==> src/rtl/cache_mem_arbiter.sv <==
// rtl/cache_mem_arbiter.sv - two-client I/D-cache line arbiter in front of the cacheline adaptor
// Grants one cache at a time and holds its registered command until the adaptor responds.
module cache_mem_arbiter #(
  parameter int ADDR_W  = 32,
  parameter int LINE_W  = 256,
  parameter int RR_EN   = 1,
  parameter int TMO_CYC = 4096
) (
  input  logic              clk,
  input  logic              reset_n,
  input  logic              i_read,
  input  logic [ADDR_W-1:0] i_address,
  output logic [LINE_W-1:0] i_rdata,
  output logic              i_resp,
  input  logic              d_read,
  input  logic              d_write,
  input  logic [ADDR_W-1:0] d_address,
  input  logic [LINE_W-1:0] d_wdata,
  output logic [LINE_W-1:0] d_rdata,
  output logic              d_resp,
  output logic              m_read,
  output logic              m_write,
  output logic [ADDR_W-1:0] m_address,
  output logic [LINE_W-1:0] m_wdata,
  input  logic [LINE_W-1:0] m_rdata,
  input  logic              m_resp,
  output logic              timeout_o
);

  typedef enum logic [1:0] {IDLE, GNT_I, GNT_D} state_t;

  localparam int CNT_W = (TMO_CYC > 0) ? $clog2(TMO_CYC + 1) : 1;
  localparam logic [CNT_W-1:0] TMO_MAX  = CNT_W'(TMO_CYC);
  localparam logic [CNT_W-1:0] TMO_LAST = TMO_MAX - CNT_W'(1);

  state_t           state, state_nxt;
  logic             last_d;
  logic             i_req, d_req, any_req, pick_d;
  logic [CNT_W-1:0] tmo_cnt;

  always_comb begin
    i_req     = i_read;
    d_req     = d_read | d_write;
    any_req   = i_req | d_req;
    pick_d    = d_req;
    // On a tie, round-robin hands the grant to whichever client did not have it last
    if (i_req && d_req) pick_d = (RR_EN != 0) ? ~last_d : 1'b1;
    state_nxt = state;
    case (state)
      IDLE:         if (any_req) state_nxt = pick_d ? GNT_D : GNT_I;
      GNT_I, GNT_D: if (m_resp) state_nxt = IDLE;
      default:      state_nxt = IDLE;
    endcase
  end

  always_ff @(posedge clk or negedge reset_n) begin
    if (!reset_n) state <= IDLE;
    else          state <= state_nxt;
  end

  always_ff @(posedge clk or negedge reset_n) begin
    if (!reset_n) begin
      last_d    <= 1'b0;
      m_read    <= 1'b0;
      m_write   <= 1'b0;
      m_address <= '0;
      m_wdata   <= '0;
      tmo_cnt   <= '0;
      timeout_o <= 1'b0;
    end else if (state == IDLE) begin
      if (any_req) begin
        last_d  <= pick_d;
        tmo_cnt <= '0;
        if (pick_d) begin
          m_address <= d_address;
          m_wdata   <= d_wdata;
          m_write   <= d_write;
          m_read    <= ~d_write;
        end else begin
          m_address <= i_address;
          m_write   <= 1'b0;
          m_read    <= 1'b1;
        end
      end
    end else begin
      if (m_resp) begin
        m_read  <= 1'b0;
        m_write <= 1'b0;
      end
      // Saturating grant-age counter; the grant itself is never revoked
      if (TMO_CYC > 0 && tmo_cnt != TMO_MAX) begin
        tmo_cnt <= tmo_cnt + CNT_W'(1);
        if (tmo_cnt == TMO_LAST) timeout_o <= 1'b1;
      end
    end
  end

  assign i_resp  = m_resp & (state == GNT_I);
  assign d_resp  = m_resp & (state == GNT_D);
  assign i_rdata = m_rdata;
  assign d_rdata = m_rdata;

endmodule
==> config.mk <==
export PLATFORM = sky130hd
export DESIGN_NAME = cache_mem_arbiter
export DESIGN_NICKNAME = d
export VERILOG_FILES = /design/src/rtl/cache_mem_arbiter.sv
export SDC_FILE = /design/constraint.sdc
export NUM_CORES = 1
export LEC_CHECK = 0
export BUFFER_PORTS_ARGS = -buffer_cell sky130_fd_sc_hd__buf_2
export CORE_AREA = 2 2 536 538
export CTS_BUF_LIST = sky130_fd_sc_hd__clkbuf_16
export CTS_CLUSTER_DIAMETER = 100
export DETAILED_ROUTE_END_ITERATION = 10
export DIE_AREA = 0 0 538 540
export PLACE_DENSITY = 0.3
export SYNTH_ARGS = -nofsm -noshare
export SYNTH_HDL_FRONTEND = slang
export SYNTH_SLANG_ARGS = --single-unit
==> constraint.sdc <==
create_clock -name clk -period 1.6 [get_ports clk]
set_input_delay 0.32 -clock clk [delete_from_list [all_inputs] [get_ports clk]]
set_output_delay 0.32 -clock clk [all_outputs]
set_load 0.05 [all_outputs]
==> impl_metrics.yaml <==
grt:
  grt_max_degree: 62
  overflow: 0
  grt_pass1_vias: 13500
  antenna_found_initial: 39
  grt_pass1_wl_um: 160000
  track_usage_pct: 8.69
detailed_routing:
  vias_per_cell: 2.14
  wirelength_um: 132000
  drc: 0
  wire_per_inst_um: 23.0
  num_vias: 12300
  first_pass_iters: 4
  antenna_left: 0
  drt_iter0_markers: 550
setup_path:
  slowest_delay_ns: 0.41
  ff2ff_setup_slack_ns: -0.37
  crit_fanout: 8
  crit_chain: "inv_2 > ha_4 > o211ai_4 > buf_12 > buf_16 > buf_12 > buf_12 > buf_16 > mux2_4"
  crit_slowest_cell: "dfrtp_1"
  cp-end-kind: "flip-flop"
  crit_type: "reg -> reg"
  cp_data_arrival_time_ns: 2.52
  worst-path-buf-inv: 6
  required_ns: 2.15
  cp_common_cell: "buf_12"
  crit_family: "buffers and inverters"
  startpoint_type: "flip-flop"
synthesis:
  synth_area_leaders: "dfrtp_1 (48%), buf_4 (25%), mux2_2 (18%)"
  synth_area_per_cell_um2: 12.2
  synth_area_leader_cell: "dfrtp_1"
  synthesis.area_mm2: 0.0159
  ys_types: 37
  ys_ff_latch: 307
  yosysWarnings: 0
  synth-seq-area-share_pct: 48.4
  synth_fp_nets: 1893
  synth.top_cell.area_share_pct: 48.4
  netlist_instances: 1306
flow_run:
  cap_violations: 0
timing:
  whs_ns: 0.0825
  rsz0062_at_grt: "yes"
  setup_slack_ns: -0.367
  period_minus_slack_ns: 1.97
  hold_viol: 0
  fin_skew_ns: 0.0258
  fmax_ghz: 0.508
  tightest_slew_ns: 0.529
  maxSlewHeadroom_pct: 64.7
  slew_viol_final: 0
  finalCritPeriodShare_pct: 123
  setup_viol: 288
clocking:
  cts_tree: "built"
  cts_max_path_buffers: 3
  cts-root-buf: "clkbuf_16"
  clk_latency_ns: 0.68
  cts_buffers: 47
  htree_levels: 2
  cts.sinks: 307
  clkTransAtPathRegs_ns: 0.06
power:
  pwr_density_cell_mw_per_mm2: 2450
  vdd_drop_max_v: 0.00119
  leakagePower_nw: 13.3
worst_hold_path:
  hp-class: "in -> reg"
die:
  start_util_pct: 5.59
  die_w_um: 538
  num_rows: 196
  core_mm2: 0.284
  die_h_um: 540
  ios: 1387
  dieArea_mm2: 0.291
layout:
  syn_to_final_growth_pct: 95.0
  final_nets: 2540
  fin_util_pct: 10.9
  multiInputGateArea_mm2: 0.00511
  fillCellCount: 32600
  ff_latch_area_mm2: 0.00771
  drive_above_1_share_pct: 61.2
place:
  io_buffers: 618
  dp_hpwl_um: 109000
  gp_congestion: 0.782
run_status:
  status: "finished with violations"
  failed_checks: "negative setup slack"
-- where the power goes --
part	internal [mW]	total (mW)	switching, mW
Clock	6.33	10.8	4.48
Sequential	11.7	15.7	3.92
Combinational	22.2	49.4	27.3
Total	40.2	75.9	35.7
-- cell type report --
class / count / area share (%)
Clock buffer: 47 / 3.80
Multi-Input combinational cell: 441 / 16.5
Antenna cell: 9 / 0.0727
Inverter: 5 / 0.0767
Tap cell: 3762 / 15.2
Timing Repair Buffer: 1151 / 38.3
Clock inverter: 37 / 1.23
Sequential cell: 307 / 24.9
-- state kept, by name, indices dropped and copies added (netlist names) --
name,flops
m_wdata,256
state,2
m_read,1
m_address,32
m_write,1
last_d,1
timeout_o,1
tmo_cnt,13
-- cells in the final DEF (no fill, tap or decap), drive strengths merged, types with 2 or more instances in the layout --
cell	instances
buf	833
dlygate4sd3	312
dfrtp	307
mux2	256
clkbuf	52
nand2	47
o21ai	46
mux2i	34
inv	21
clkinv	15
nand3	10
diode	9
xor2	7
bufinv	6
a21oi	5
ha	5
nor2	4
nand4	3
nand2b	3
and4	3
and2	2
nor3	2
nor4b	2
-- synth_stat cells --
cell	n
a21boi_0	1
a21oi_1	5
a22o_1	1
a32o_1	1
and2_1	2
and3_1	1
and4_1	3
buf_2	10
buf_4	536
buf_6	4
clkbuf_1	1
clkbuf_2	2
dfrtp_1	307
ha_1	5
inv_1	5
mux2_2	256
mux2i_1	34
nand2_1	46
nand2_2	1
nand2b_1	3
nand3_1	10
nand4_1	3
nor2_1	3
nor2_2	1
nor2b_1	1
nor3_1	2
nor4_1	1
nor4b_1	2
o211ai_2	1
o21a_1	1
o21ai_0	45
o21ai_2	1
o21bai_1	1
o22ai_1	1
or3_4	1
xnor2_1	1
xor2_1	7
-- routing by layer --
metal	wire, um	part of all wire [%]	GRT usage (%)	vias to the layer above
li1	-	-	-	5146
met1	45800	35	8.74	5905
met4	8400	6.3	5.03	4
met3	24700	19	7.34	453
met5	78	0.059	0.167	-
met2	53500	40	12.2	795
-- repair_timing --
action / in CTS / in global routing
gates resized for setup: 931 / 313
setup endpoints to repair: 591 / 582
buffers inserted: 63 / 82
hold endpoints to repair: 400 / 0
gates cloned: 25 / 6
hold buffers: 312 / 0
pin swaps: 3 / 7
-- metrics by stage --
| stage | power [mW] | setup TNS [ns] | instances | worst slack [ns] | instance area (um2) |
|---|---|---|---|---|---|
| after global placement | 48.0 | -65.65 | 5207 | -0.345 | 20400 |
| after detailed placement | 48.1 | -62.49 | 5207 | -0.328 | 20400 |
| final | 75.9 | -51.16 | 5759 | -0.367 | 31000 |
| after CTS | 73.7 | -97.72 | 5688 | -0.449 | 29500 |
| after floorplan | 36.9 | 0 | 1306 | 0.00842 | 15900 |
| after global routing | 80.1 | -85.90 | 5754 | -0.441 | 31000 |
-- worst paths after layout --
path / from / endpoint / cells past startpoint
min in group asynchronous: reset_n / m_wdata[229]$_DFFE_PN0P_ / 2
max in group asynchronous: reset_n / m_address[21]$_DFFE_PN0P_ / 3
hold reg to reg: tmo_cnt[12]$_DFFE_PN0P_ / tmo_cnt[12]$_DFFE_PN0P_ / 1
setup / recovery: state[1]$_DFFE_PN0P_ / m_wdata[64]$_DFFE_PN0P_ / 9
hold / removal: d_address[30] / m_address[30]$_DFFE_PN0P_ / 4
setup reg to reg: state[1]$_DFFE_PN0P_ / m_wdata[64]$_DFFE_PN0P_ / 9
-- cells by family (layout without fill, tap and decap cells) --
| group | Yosys count | after routing | share of synthesized area (%) |
|---|---|---|---|
| buffers and inverters | 558 | 1240 | 26.1 |
| flip-flops | 307 | 307 | 48.4 |
| multiplexers | 290 | 290 | 20.3 |
| AND/OR/NAND/NOR | 80 | 80 | 2.39 |
| AO/OA/AOI/OAI | 58 | 58 | 2.01 |
| XOR/XNOR | 8 | 8 | 0.441 |
| adder cells (fa/ha/maj) | 5 | 5 | 0.394 |
| other | 0 | 9 | 0 |
-- tightest hold or removal path, delay by kind of cell --
kind            cells  cell delay (ns)
mux                 1             0.06
compound gates      1             0.10
buf+inv             2             0.22
Power figures use the tool's default switching activity.
